### config.mk
export PLATFORM = sky130hd
export DESIGN_NAME = uart_fifo
export DESIGN_NICKNAME = d
export VERILOG_FILES = /design/src/rtl/uart_fifo.sv
export SDC_FILE = /design/constraint.sdc
export NUM_CORES = 1
export LEC_CHECK = 0
export CAP_MARGIN = 25
export CORE_MARGIN = 10
export CORE_UTILIZATION = 57
export CTS_CLUSTER_DIAMETER = 120
export DETAILED_ROUTE_END_ITERATION = 12
export PLACE_DENSITY = 0.74
export SYNTH_ARGS = -nofsm -noshare
export SYNTH_HDL_FRONTEND = slang
export SYNTH_SLANG_ARGS = --single-unit
### constraint.sdc
create_clock -name clk -period 4.91 [get_ports clk]
set_input_delay 0.982 -clock clk [delete_from_list [all_inputs] [get_ports clk]]
set_output_delay 0.982 -clock clk [all_outputs]
set_load 0.01 [all_outputs]
### src/rtl/uart_fifo.sv
// rtl/uart_fifo.sv - UART transmitter and receiver, each with a FIFO
// The TX line is registered, so the start bit appears one clock after the FSM leaves IDLE.
module uart_fifo #(
   parameter int FREQ_MHZ   = 12,
   parameter int BAUDS      = 115200,
   parameter int DATA_BITS  = 8,
   parameter int PARITY     = 0,
   parameter int STOP_BITS  = 1,
   parameter int FIFO_DEPTH = 16
) (
   input  logic                          clk,
   input  logic                          reset_ni,
   output logic                          tx_o,
   input  logic                          rx_i,
   input  logic                          wr_i,
   input  logic [7:0]                    tx_data_i,
   input  logic                          rd_i,
   output logic [7:0]                    rx_data_o,
   output logic                          rx_valid_o,
   output logic [$clog2(FIFO_DEPTH):0]   rx_level_o,
   output logic                          tx_full_o,
   output logic                          busy_o,
   output logic                          frame_err_o,
   output logic                          parity_err_o,
   output logic                          overrun_o,
   input  logic                          clr_err_i
);
   localparam int DIV = FREQ_MHZ * 1000000 / BAUDS;
   localparam int CW  = $clog2(DIV + 1);
   localparam int AW  = $clog2(FIFO_DEPTH);
   localparam int LW  = AW + 1;
   localparam logic [CW-1:0] DIV_LAST  = CW'(DIV - 1);
   localparam logic [CW-1:0] HALF_LAST = CW'(DIV / 2 - 1);
   localparam logic [2:0]    LAST_BIT  = 3'(DATA_BITS - 1);
   localparam logic [2:0]    LAST_STOP = 3'(STOP_BITS - 1);
   localparam logic [7:0]    DATA_MASK = 8'((1 << DATA_BITS) - 1);
   localparam logic [LW-1:0] DEPTH_L   = LW'(FIFO_DEPTH);

   typedef enum logic [2:0] {S_IDLE, S_START, S_DATA, S_PARITY, S_STOP} state_e;

   // TX FIFO
   logic [7:0]    txf_mem [FIFO_DEPTH];
   logic [AW-1:0] txf_wr_q, txf_rd_q;
   logic [LW-1:0] txf_cnt_q;
   logic          txf_push, txf_pop;
   logic [7:0]    tx_head;

   assign tx_full_o = (txf_cnt_q == DEPTH_L);
   assign txf_push  = wr_i && !tx_full_o;
   assign tx_head   = txf_mem[txf_rd_q];

   always_ff @(posedge clk or negedge reset_ni) begin
      if (!reset_ni) begin
         txf_wr_q  <= '0;
         txf_rd_q  <= '0;
         txf_cnt_q <= '0;
      end else begin
         if (txf_push) txf_wr_q <= txf_wr_q + AW'(1);
         if (txf_pop)  txf_rd_q <= txf_rd_q + AW'(1);
         txf_cnt_q <= txf_cnt_q + LW'(txf_push) - LW'(txf_pop);
      end
   end

   always_ff @(posedge clk) begin
      if (txf_push) txf_mem[txf_wr_q] <= tx_data_i & DATA_MASK;
   end

   // TX FSM
   state_e        tx_state_q, tx_state_d;
   logic [CW-1:0] tx_cnt_q, tx_cnt_d;
   logic [2:0]    tx_bit_q, tx_bit_d;
   logic [7:0]    tx_shift_q, tx_shift_d;
   logic          tx_par_q, tx_par_d;
   logic          tx_q, tx_d;
   logic          tx_bit_end;

   always_comb begin
      tx_state_d = tx_state_q;
      tx_cnt_d   = tx_cnt_q;
      tx_bit_d   = tx_bit_q;
      tx_shift_d = tx_shift_q;
      tx_par_d   = tx_par_q;
      tx_d       = 1'b1;
      txf_pop    = 1'b0;
      tx_bit_end = (tx_cnt_q == DIV_LAST);
      if (tx_state_q != S_IDLE) tx_cnt_d = tx_bit_end ? '0 : tx_cnt_q + CW'(1);
      unique case (tx_state_q)
         S_IDLE: begin
            tx_d = 1'b1;
            if (txf_cnt_q != '0) begin
               txf_pop    = 1'b1;
               tx_shift_d = tx_head;
               tx_par_d   = (PARITY == 1) ? ~(^tx_head) : ^tx_head;
               tx_cnt_d   = '0;
               tx_bit_d   = '0;
               tx_state_d = S_START;
            end
         end
         S_START: begin
            tx_d = 1'b0;
            if (tx_bit_end) begin
               tx_bit_d   = '0;
               tx_state_d = S_DATA;
            end
         end
         S_DATA: begin
            tx_d = tx_shift_q[0];
            if (tx_bit_end) begin
               tx_shift_d = {1'b0, tx_shift_q[7:1]};
               if (tx_bit_q == LAST_BIT) begin
                  tx_bit_d   = '0;
                  tx_state_d = (PARITY != 0) ? S_PARITY : S_STOP;
               end else begin
                  tx_bit_d = tx_bit_q + 3'd1;
               end
            end
         end
         S_PARITY: begin
            tx_d = tx_par_q;
            if (tx_bit_end) begin
               tx_bit_d   = '0;
               tx_state_d = S_STOP;
            end
         end
         S_STOP: begin
            tx_d = 1'b1;
            if (tx_bit_end) begin
               if (tx_bit_q != LAST_STOP) begin
                  tx_bit_d = tx_bit_q + 3'd1;
               end else if (txf_cnt_q != '0) begin
                  // back-to-back frames: reload straight from the last stop bit
                  txf_pop    = 1'b1;
                  tx_shift_d = tx_head;
                  tx_par_d   = (PARITY == 1) ? ~(^tx_head) : ^tx_head;
                  tx_bit_d   = '0;
                  tx_state_d = S_START;
               end else begin
                  tx_state_d = S_IDLE;
               end
            end
         end
         default: tx_state_d = S_IDLE;
      endcase
   end

   always_ff @(posedge clk or negedge reset_ni) begin
      if (!reset_ni) begin
         tx_state_q <= S_IDLE;
         tx_cnt_q   <= '0;
         tx_bit_q   <= '0;
         tx_shift_q <= '0;
         tx_par_q   <= 1'b0;
         tx_q       <= 1'b1;
      end else begin
         tx_state_q <= tx_state_d;
         tx_cnt_q   <= tx_cnt_d;
         tx_bit_q   <= tx_bit_d;
         tx_shift_q <= tx_shift_d;
         tx_par_q   <= tx_par_d;
         tx_q       <= tx_d;
      end
   end

   assign tx_o   = tx_q;
   assign busy_o = (txf_cnt_q != '0) || (tx_state_q != S_IDLE);

   // RX synchroniser; armed only after the line has been seen idle-high
   logic rx_s1_q, rx_s2_q, rx_armed_q;

   state_e        rx_state_q, rx_state_d;
   logic [CW-1:0] rx_cnt_q, rx_cnt_d;
   logic [2:0]    rx_bit_q, rx_bit_d;
   logic [7:0]    rx_shift_q, rx_shift_d;
   logic          rx_par_exp, rx_done, set_fe, set_pe, set_ov, rx_disarm;

   assign rx_par_exp = (PARITY == 1) ? ~(^rx_shift_q) : ^rx_shift_q;

   always_comb begin
      rx_state_d = rx_state_q;
      rx_cnt_d   = rx_cnt_q;
      rx_bit_d   = rx_bit_q;
      rx_shift_d = rx_shift_q;
      rx_done    = 1'b0;
      set_fe     = 1'b0;
      set_pe     = 1'b0;
      rx_disarm  = 1'b0;
      if (rx_state_q != S_IDLE) rx_cnt_d = rx_cnt_q + CW'(1);
      unique case (rx_state_q)
         S_IDLE: begin
            if (rx_armed_q && !rx_s2_q) begin
               rx_cnt_d   = '0;
               rx_bit_d   = '0;
               rx_shift_d = '0;
               rx_state_d = S_START;
            end
         end
         S_START: begin
            if (rx_cnt_q == HALF_LAST) begin
               rx_cnt_d   = '0;
               rx_state_d = rx_s2_q ? S_IDLE : S_DATA;
            end
         end
         S_DATA: begin
            if (rx_cnt_q == DIV_LAST) begin
               rx_cnt_d             = '0;
               rx_shift_d[rx_bit_q] = rx_s2_q;
               if (rx_bit_q == LAST_BIT) begin
                  rx_bit_d   = '0;
                  rx_state_d = (PARITY != 0) ? S_PARITY : S_STOP;
               end else begin
                  rx_bit_d = rx_bit_q + 3'd1;
               end
            end
         end
         S_PARITY: begin
            if (rx_cnt_q == DIV_LAST) begin
               rx_cnt_d   = '0;
               set_pe     = (rx_s2_q != rx_par_exp);
               rx_state_d = S_STOP;
            end
         end
         S_STOP: begin
            if (rx_cnt_q == DIV_LAST) begin
               rx_cnt_d   = '0;
               rx_state_d = S_IDLE;
               if (rx_s2_q) begin
                  rx_done = 1'b1;
               end else begin
                  // break/framing error: wait for the line to return high
                  set_fe    = 1'b1;
                  rx_disarm = 1'b1;
               end
            end
         end
         default: rx_state_d = S_IDLE;
      endcase
   end

   always_ff @(posedge clk or negedge reset_ni) begin
      if (!reset_ni) begin
         rx_s1_q    <= 1'b0;
         rx_s2_q    <= 1'b0;
         rx_armed_q <= 1'b0;
         rx_state_q <= S_IDLE;
         rx_cnt_q   <= '0;
         rx_bit_q   <= '0;
         rx_shift_q <= '0;
      end else begin
         rx_s1_q    <= rx_i;
         rx_s2_q    <= rx_s1_q;
         if (rx_disarm)    rx_armed_q <= 1'b0;
         else if (rx_s2_q) rx_armed_q <= 1'b1;
         rx_state_q <= rx_state_d;
         rx_cnt_q   <= rx_cnt_d;
         rx_bit_q   <= rx_bit_d;
         rx_shift_q <= rx_shift_d;
      end
   end

   // RX FIFO, first-word-fall-through
   logic [7:0]    rxf_mem [FIFO_DEPTH];
   logic [AW-1:0] rxf_wr_q, rxf_rd_q;
   logic [LW-1:0] rxf_cnt_q;
   logic          rxf_full, rx_push, rx_pop;

   assign rxf_full   = (rxf_cnt_q == DEPTH_L);
   assign rx_push    = rx_done && !rxf_full;
   assign set_ov     = rx_done && rxf_full;
   assign rx_valid_o = (rxf_cnt_q != '0);
   assign rx_pop     = rd_i && rx_valid_o;
   assign rx_level_o = rxf_cnt_q;
   assign rx_data_o  = rx_valid_o ? rxf_mem[rxf_rd_q] : 8'h00;

   always_ff @(posedge clk or negedge reset_ni) begin
      if (!reset_ni) begin
         rxf_wr_q  <= '0;
         rxf_rd_q  <= '0;
         rxf_cnt_q <= '0;
      end else begin
         if (rx_push) rxf_wr_q <= rxf_wr_q + AW'(1);
         if (rx_pop)  rxf_rd_q <= rxf_rd_q + AW'(1);
         rxf_cnt_q <= rxf_cnt_q + LW'(rx_push) - LW'(rx_pop);
      end
   end

   always_ff @(posedge clk) begin
      if (rx_push) rxf_mem[rxf_wr_q] <= rx_shift_q;
   end

   // sticky error flags; a new error wins over a simultaneous clear
   logic fe_q, pe_q, ov_q;

   always_ff @(posedge clk or negedge reset_ni) begin
      if (!reset_ni) begin
         fe_q <= 1'b0;
         pe_q <= 1'b0;
         ov_q <= 1'b0;
      end else begin
         fe_q <= (fe_q && !clr_err_i) || set_fe;
         pe_q <= (pe_q && !clr_err_i) || set_pe;
         ov_q <= (ov_q && !clr_err_i) || set_ov;
      end
   end

   assign frame_err_o  = fe_q;
   assign parity_err_o = pe_q;
   assign overrun_o    = ov_q;
endmodule

==> results.tsv, run 1 <==
metric	value	unit
internal power	5.486	mW
unrepaired setup endpoints after global routing	no	
top achievable clock speed	232.4	MHz
Critical Path End	rx_data_o[3]	
Antenna Nets Post-Route	0	
FILL cells	1630	
switching fraction of total power	25.88	%
post-CTS resize count	0	
measured slew at the worst slew-check pin	1.043	ns
final wirelength	27900	um
clock transition at the registers of the reported paths	0.06	ns
Yosys cell types	57	
Final Hold Fails	0	
worst r2r dst	txf_cnt_q[4]$_DFF_PN0_	
CTS max path bufs	3	
antenna violations before repair	0	
final setup violation count	0	
sequential cell area fraction in the yosys report	67.96	%
Leakage	5.629	nW
average cell area after synthesis	16.31	um^2
number of remaining DRC errors	0	
wire length per cell	22.32	um
number of buffers added for setup after CTS	0	
number of flops mapped to enable cells by yosys	256	
CP Class	reg -> out	
fraction of registers with async set or reset after synthesis	22.89	%
Via density	6.019	
total power density per cell area	465.1	mW/mm^2
DRT iter0 DRCs	727	
Detailed Place HPWL	16640	um
startpoint type of the worst setup path	flip-flop	
initial core utilization	58.02	%
net count after synthesis	910	
shortest period the worst path allows	4.304	ns
Congestion Overflow GR	0	
normalized max-slew margin	30.06	%
worst hold path type	in -> async	
total CTS buffers	35	
maximum number of pins on one net before global-route repair	77	
global-route wire length before repair	43670	um
clk_skew	0.02427	ns
ys flop type	edfxtp_1	
count of state elements after synthesis	332	
sw power	1.915	mW
Synth area leaders	edfxtp_1 (54%), dfrtp_1 (13%), mux4_2 (9.6%), ha_1 (2.6%), mux4_1 (2.2%)	
CP endpoint kind	output port	
Antenna Cells	0	
vias in the first global route	7643	
clock tree from TritonCTS	yes	
area of the core	0.02432	mm^2
result of the run	finished, final reports clean	
cell at the root of the clock tree	clkbuf_16	
combinational power share	16.2	%
critical path fanouts, max	20	
launching instance or port of the critical path	rxf_rd_q[0]$_DFFE_PN0P_	
final total negative setup slack	0	ns
Total Die Area	0.03145	mm^2
synthesized instance count	865	
DP Cell Count	1185	
Fin Hold WS	0.2876	ns
fraction of final layout cells with drive strength greater than 1	15.12	%
weighted congestion reported at the end of routability-driven placement	0.8148	
num ports	34	
Post-layout nets	945	
proportion of netlist area held by the largest area contributor	54.48	%
deepest level of the CTS H-tree	2	
Seq pwr share	47.2	%
relative area change from synthesis to final layout	12.78	%
non-filler instance count after layout	1250	
Register-to-Register Path Depth	15	
final worst-path cycle share	87.65	%
number of pins exceeding their max-slew limit in the final report	0	
latest clock arrival within the worst-skew pair	0.52	ns
global-route usage over all layers	17.95	%
Syn. warnings	0	
register-to-register setup slack	1.45	ns
Num Clock Sinks	332	
number of placement rows	57	
Worst EP arrival	3.32	ns
number of max-cap violations	0	
via count	7524	
Pre-antenna DRT Iters	5	
Required @ worst endpoint	3.93	ns
die height	177.3	um
Post-CTS Hold Fix Bufs	0	
x dimension of the die	177.3	um
VDD IR max	0.3947	mV
Post-Synthesis Cell Area	0.01411	mm^2
clock share of power	36.6	%
largest area contributor in the netlist	edfxtp_1	
startpoint of the worst register-to-register path	tx_cnt_q[0]$_DFF_PN0_	
Final Core Density	65.44	%
count of input and output buffers	33	
-- cells in the mapped netlist, drive strengths merged (2+ instances only) --
library cell   number
a21o                5
a21oi              25
a22oi              17
a31oi               8
and2               12
buf                17
clkbuf             25
clkdlybuf4s25       3
dfrtp              75
edfxtp            256
fa                  2
ha                 29
inv                40
mux2                4
mux2i              12
mux4               72
nand2              48
nand2b              9
nand3              12
nand4               9
nand4b              2
nor2               53
nor2b              14
nor3               11
nor3b               2
nor4                4
o21ai              31
o22ai               4
o31ai               2
o41ai               5
or3                 4
xnor2              29
xor2                7
-- cells by family after synthesis --
family,share of synthesized area (%)
flops,67.96
simple gates,6.490
compound gates,4.717
mux,12.98
buf+inv,2.757
xor+xnor,2.234
fa+ha+maj,2.855
-- registers in the layout, indices dropped and copies added (netlist names), 3 cells and up --
register    count
rx_bit_q        3
rx_cnt_q        7
rx_level_o      5
rx_shift_q      8
rx_state_q      3
rxf_mem       128
rxf_rd_q        4
rxf_wr_q        4
tx_bit_q        3
tx_cnt_q        7
tx_shift_q      8
tx_state_q      3
txf_cnt_q       5
txf_mem       128
txf_rd_q        4
txf_wr_q        4
-- power groups by stage --
stage | Combinational (mW) | Sequential (mW) | Clock [mW]
floorplan | 0.984 | 3.39 | 0
global placement | 1.17 | 3.54 | 0
detailed placement | 1.19 | 3.55 | 0
CTS | 1.21 | 3.50 | 2.75
global route | 1.34 | 3.53 | 2.86
finish | 1.20 | 3.49 | 2.71
-- routing by layer --
layer | wire length, um | vias to the layer above | GRT usage [%] | part of all wire, %
li1 | - | 3396 | - | -
met1 | 11870 | 3879 | 24.68 | 43
met2 | 13980 | 212 | 29.38 | 50
met3 | 1628 | 37 | 3.485 | 5.8
met4 | 422 | 0 | 3.925 | 1.5
met5 | 0 | - | 0 | 0
-- worst min-delay path by stage --
stage                      startpoint                       to
finish                       reset_ni  rxf_rd_q[3]$_DFFE_PN0P_
floorplan           rx_s1_q$_DFF_PN0_        rx_s2_q$_DFF_PN0_
global placement    rx_s1_q$_DFF_PN0_        rx_s2_q$_DFF_PN0_
detailed placement  rx_s1_q$_DFF_PN0_        rx_s2_q$_DFF_PN0_
CTS                 rx_s1_q$_DFF_PN0_        rx_s2_q$_DFF_PN0_
global route                 reset_ni  rxf_rd_q[3]$_DFFE_PN0P_
-- critical path, cell delays in order (launching register included) --
cell and delay (ns):
dfrtp_2 0.77, buf_4 0.35, mux4_2 0.58, mux4_2 0.46, nor2b_1 0.14, clkdlybuf4s50_1 0.49
-- stage by stage --
stage	instance area, um^2	setup slack, ns	power [mW]
after floorplan	14110	1.824	4.378
after global routing	15910	0.4652	7.732
final	15910	0.6063	7.401
after global placement	14690	1.148	4.707
after CTS	15880	0.4964	7.465
after detailed placement	14690	1.093	4.743
-- cells in the final DEF, fill, tap and decap left out, types with 14 or more instances in the layout --
cell type,Yosys,layout
a21oi_1,24,24
a22oi_1,17,17
clkbuf_16,0,36
clkdlybuf4s50_1,0,32
dfrtp_1,75,72
edfxtp_1,256,256
ha_1,29,29
inv_1,40,40
mux4_2,60,60
nand2_1,48,48
nor2_1,53,53
nor2b_1,14,14
o21ai_0,31,31
xnor2_1,29,29
-- area by class of cell --
cell class / count / area, um^2 / area share (%)
Clock buffer: 45 / 964.7 / 6.062
Clock inverter: 18 / 225.2 / 1.415
Inverter: 40 / 150.1 / 0.9435
Multi-Input combinational cell: 448 / 4151 / 26.09
Sequential cell: 332 / 9594 / 60.29
Tap cell: 324 / 405.4 / 2.547
Timing Repair Buffer: 43 / 422.9 / 2.657
Note: power is estimated with default switching activity, not from simulation.
==> inputs of run 2 (changes only) <==
- CAP_MARGIN: 25 -> 15
- SKIP_CTS_REPAIR_TIMING: unset -> 1
==> results.tsv, run 2 (synthesis results as in run 1) <==
metric	value	unit
clock transition at the registers of the reported paths	0.06	ns
normalized max-slew margin	28.50	%
Post-layout nets	943	
weighted congestion reported at the end of routability-driven placement	0.8148	
number of pins exceeding their max-slew limit in the final report	0	
Antenna Cells	0	
maximum number of pins on one net before global-route repair	77	
total power density per cell area	465.8	mW/mm^2
measured slew at the worst slew-check pin	1.069	ns
area of the core	0.02432	mm^2
Required @ worst endpoint	3.93	ns
Pre-antenna DRT Iters	5	
relative area change from synthesis to final layout	12.53	%
latest clock arrival within the worst-skew pair	0.52	ns
Final Core Density	65.29	%
clk_skew	0.02221	ns
initial core utilization	58.02	%
result of the run	finished, final reports clean	
x dimension of the die	177.3	um
crit path buf inv count	2	
DRT iter0 DRCs	746	
final worst-path cycle share	88.59	%
CP Class	reg -> out	
via count	7489	
Worst EP arrival	3.37	ns
number of placement rows	57	
final setup violation count	0	
startpoint of the worst register-to-register path	rx_level_o[2]$_DFF_PN0_	
Finished Cell Area	0.01588	mm^2
number of stages on the worst hold path	0	
Antenna Nets Post-Route	0	
Num Clock Sinks	332	
cell at the root of the clock tree	clkbuf_16	
Congestion Overflow GR	0	
number of remaining DRC errors	0	
max incr delay on CP	0.77	ns
clock tree from TritonCTS	yes	
final total negative setup slack	0	ns
worst r2r dst	rx_level_o[4]$_DFF_PN0_	
register-to-register setup slack	1.28	ns
top achievable clock speed	229.9	MHz
number of max-cap violations	0	
shortest period the worst path allows	4.350	ns
sink of the worst hold path	rx_s2_q$_DFF_PN0_	
Detailed Place HPWL	16640	um
final total power	7.397	mW
num ports	34	
critical path fanouts, max	20	
Leakage	5.610	nW
deepest level of the CTS H-tree	2	
cell breakdown of the critical path	buf_4, mux4_2, mux4_2, nor2b_1, clkdlybuf4s50_1	
die height	177.3	um
worst hold path type	reg -> reg	
Via density	6.001	
Register-to-Register Path Depth	13	
cell with the biggest individual delay on the critical path	dfrtp_2	
leading registers by flop count	rxf_mem x128, txf_mem x128	
Placed Instance Area	0.01469	mm^2
VDD IR max	0.3907	mV
origin of the worst min-delay path	rx_s1_q$_DFF_PN0_	
global-route usage over all layers	17.95	%
vias in the first global route	7643	
count of input and output buffers	33	
antenna violations before repair	0	
global-route wire length before repair	43670	um
CTS max path bufs	3	
most frequent cells in the layout	edfxtp_1 (256), dfrtp_1 (72), mux4_2 (60)	
startpoint type of the worst setup path	flip-flop	
CP endpoint kind	output port	
unrepaired setup endpoints after global routing	no	
category of cells accounting for the largest share of critical-path delay	multiplexers	
wire length per cell	22.31	um
most common library cell in the layout ignoring fill and taps	edfxtp_1	
final wirelength	27850	um
Total Die Area	0.03145	mm^2
fraction of final layout cells with drive strength greater than 1	14.94	%
Final Hold Fails	0	
most used cell along the critical path	mux4_2	
total CTS buffers	35	
[run 2: worst max path at each step]
| stage | slack, ns | cells after the start | startpoint | to |
|---|---|---|---|---|
| final | 0.56 | 5 | rxf_rd_q[0]$_DFFE_PN0P_ | rx_data_o[3] |
| after global routing | 0.42 | 5 | rxf_rd_q[0]$_DFFE_PN0P_ | rx_data_o[3] |
| after CTS | 0.50 | 5 | rxf_rd_q[0]$_DFFE_PN0P_ | rx_data_o[3] |
| after detailed placement | 1.09 | 5 | rxf_rd_q[0]$_DFFE_PN0P_ | rx_data_o[2] |
| after global placement | 1.15 | 5 | rxf_rd_q[0]$_DFFE_PN0P_ | rx_data_o[3] |
| after floorplan | 1.82 | 5 | rxf_rd_q[0]$_DFFE_PN0P_ | rx_data_o[0] |
[run 2: layout make-up]
cell class,count,area [um^2]
multi-input combinational,448,4151
fill,1634,8441
inverter,40,150.1
sequential,332,9594
timing repair buffer,41,387.9
clock buffer,45,964.7
clock inverter,18,225.2
tap,324,405.4
[run 2: power breakdown]
part           leakage, nW  switching (mW)  total, mW  internal [mW]
Sequential            3.33           0.247       3.49           3.25
Clock                0.582            1.05       2.71           1.66
Combinational         1.70           0.616       1.19          0.578
Total                 5.61            1.92       7.40           5.48
[run 2: metrics by stage]
step	std cells	worst slack, ns	hold WS (ns)
finish	1248	0.5600	0.3465
global route	1248	0.4183	0.3621
CTS	1248	0.4964	0.3494
detailed placement	1185	1.093	0.3362
global placement	1185	1.148	0.3338
floorplan	865	1.824	0.3312
[run 2: worst reg2reg max path, stage by stage (launching register included)]
cell     delay, ns
dfrtp_1       0.40
inv_1         0.09
ha_1          0.14
nor3b_1       0.35
nor2b_1       0.86
nor2b_1       0.28
ha_1          0.36
inv_1         0.04
ha_1          0.19
fa_1          0.40
a21oi_1       0.15
nor2_1        0.05
nor2_1        0.11
xnor2_1       0.13
[run 2: routing by layer]
layer / GRT usage, % / up-vias / share of wire [%]
met5: 0 / - / 0
met4: 3.925 / 0 / 1.5
met3: 3.485 / 30 / 5.6
met2: 29.38 / 228 / 50
met1: 24.68 / 3843 / 43
li1: - / 3388 / -
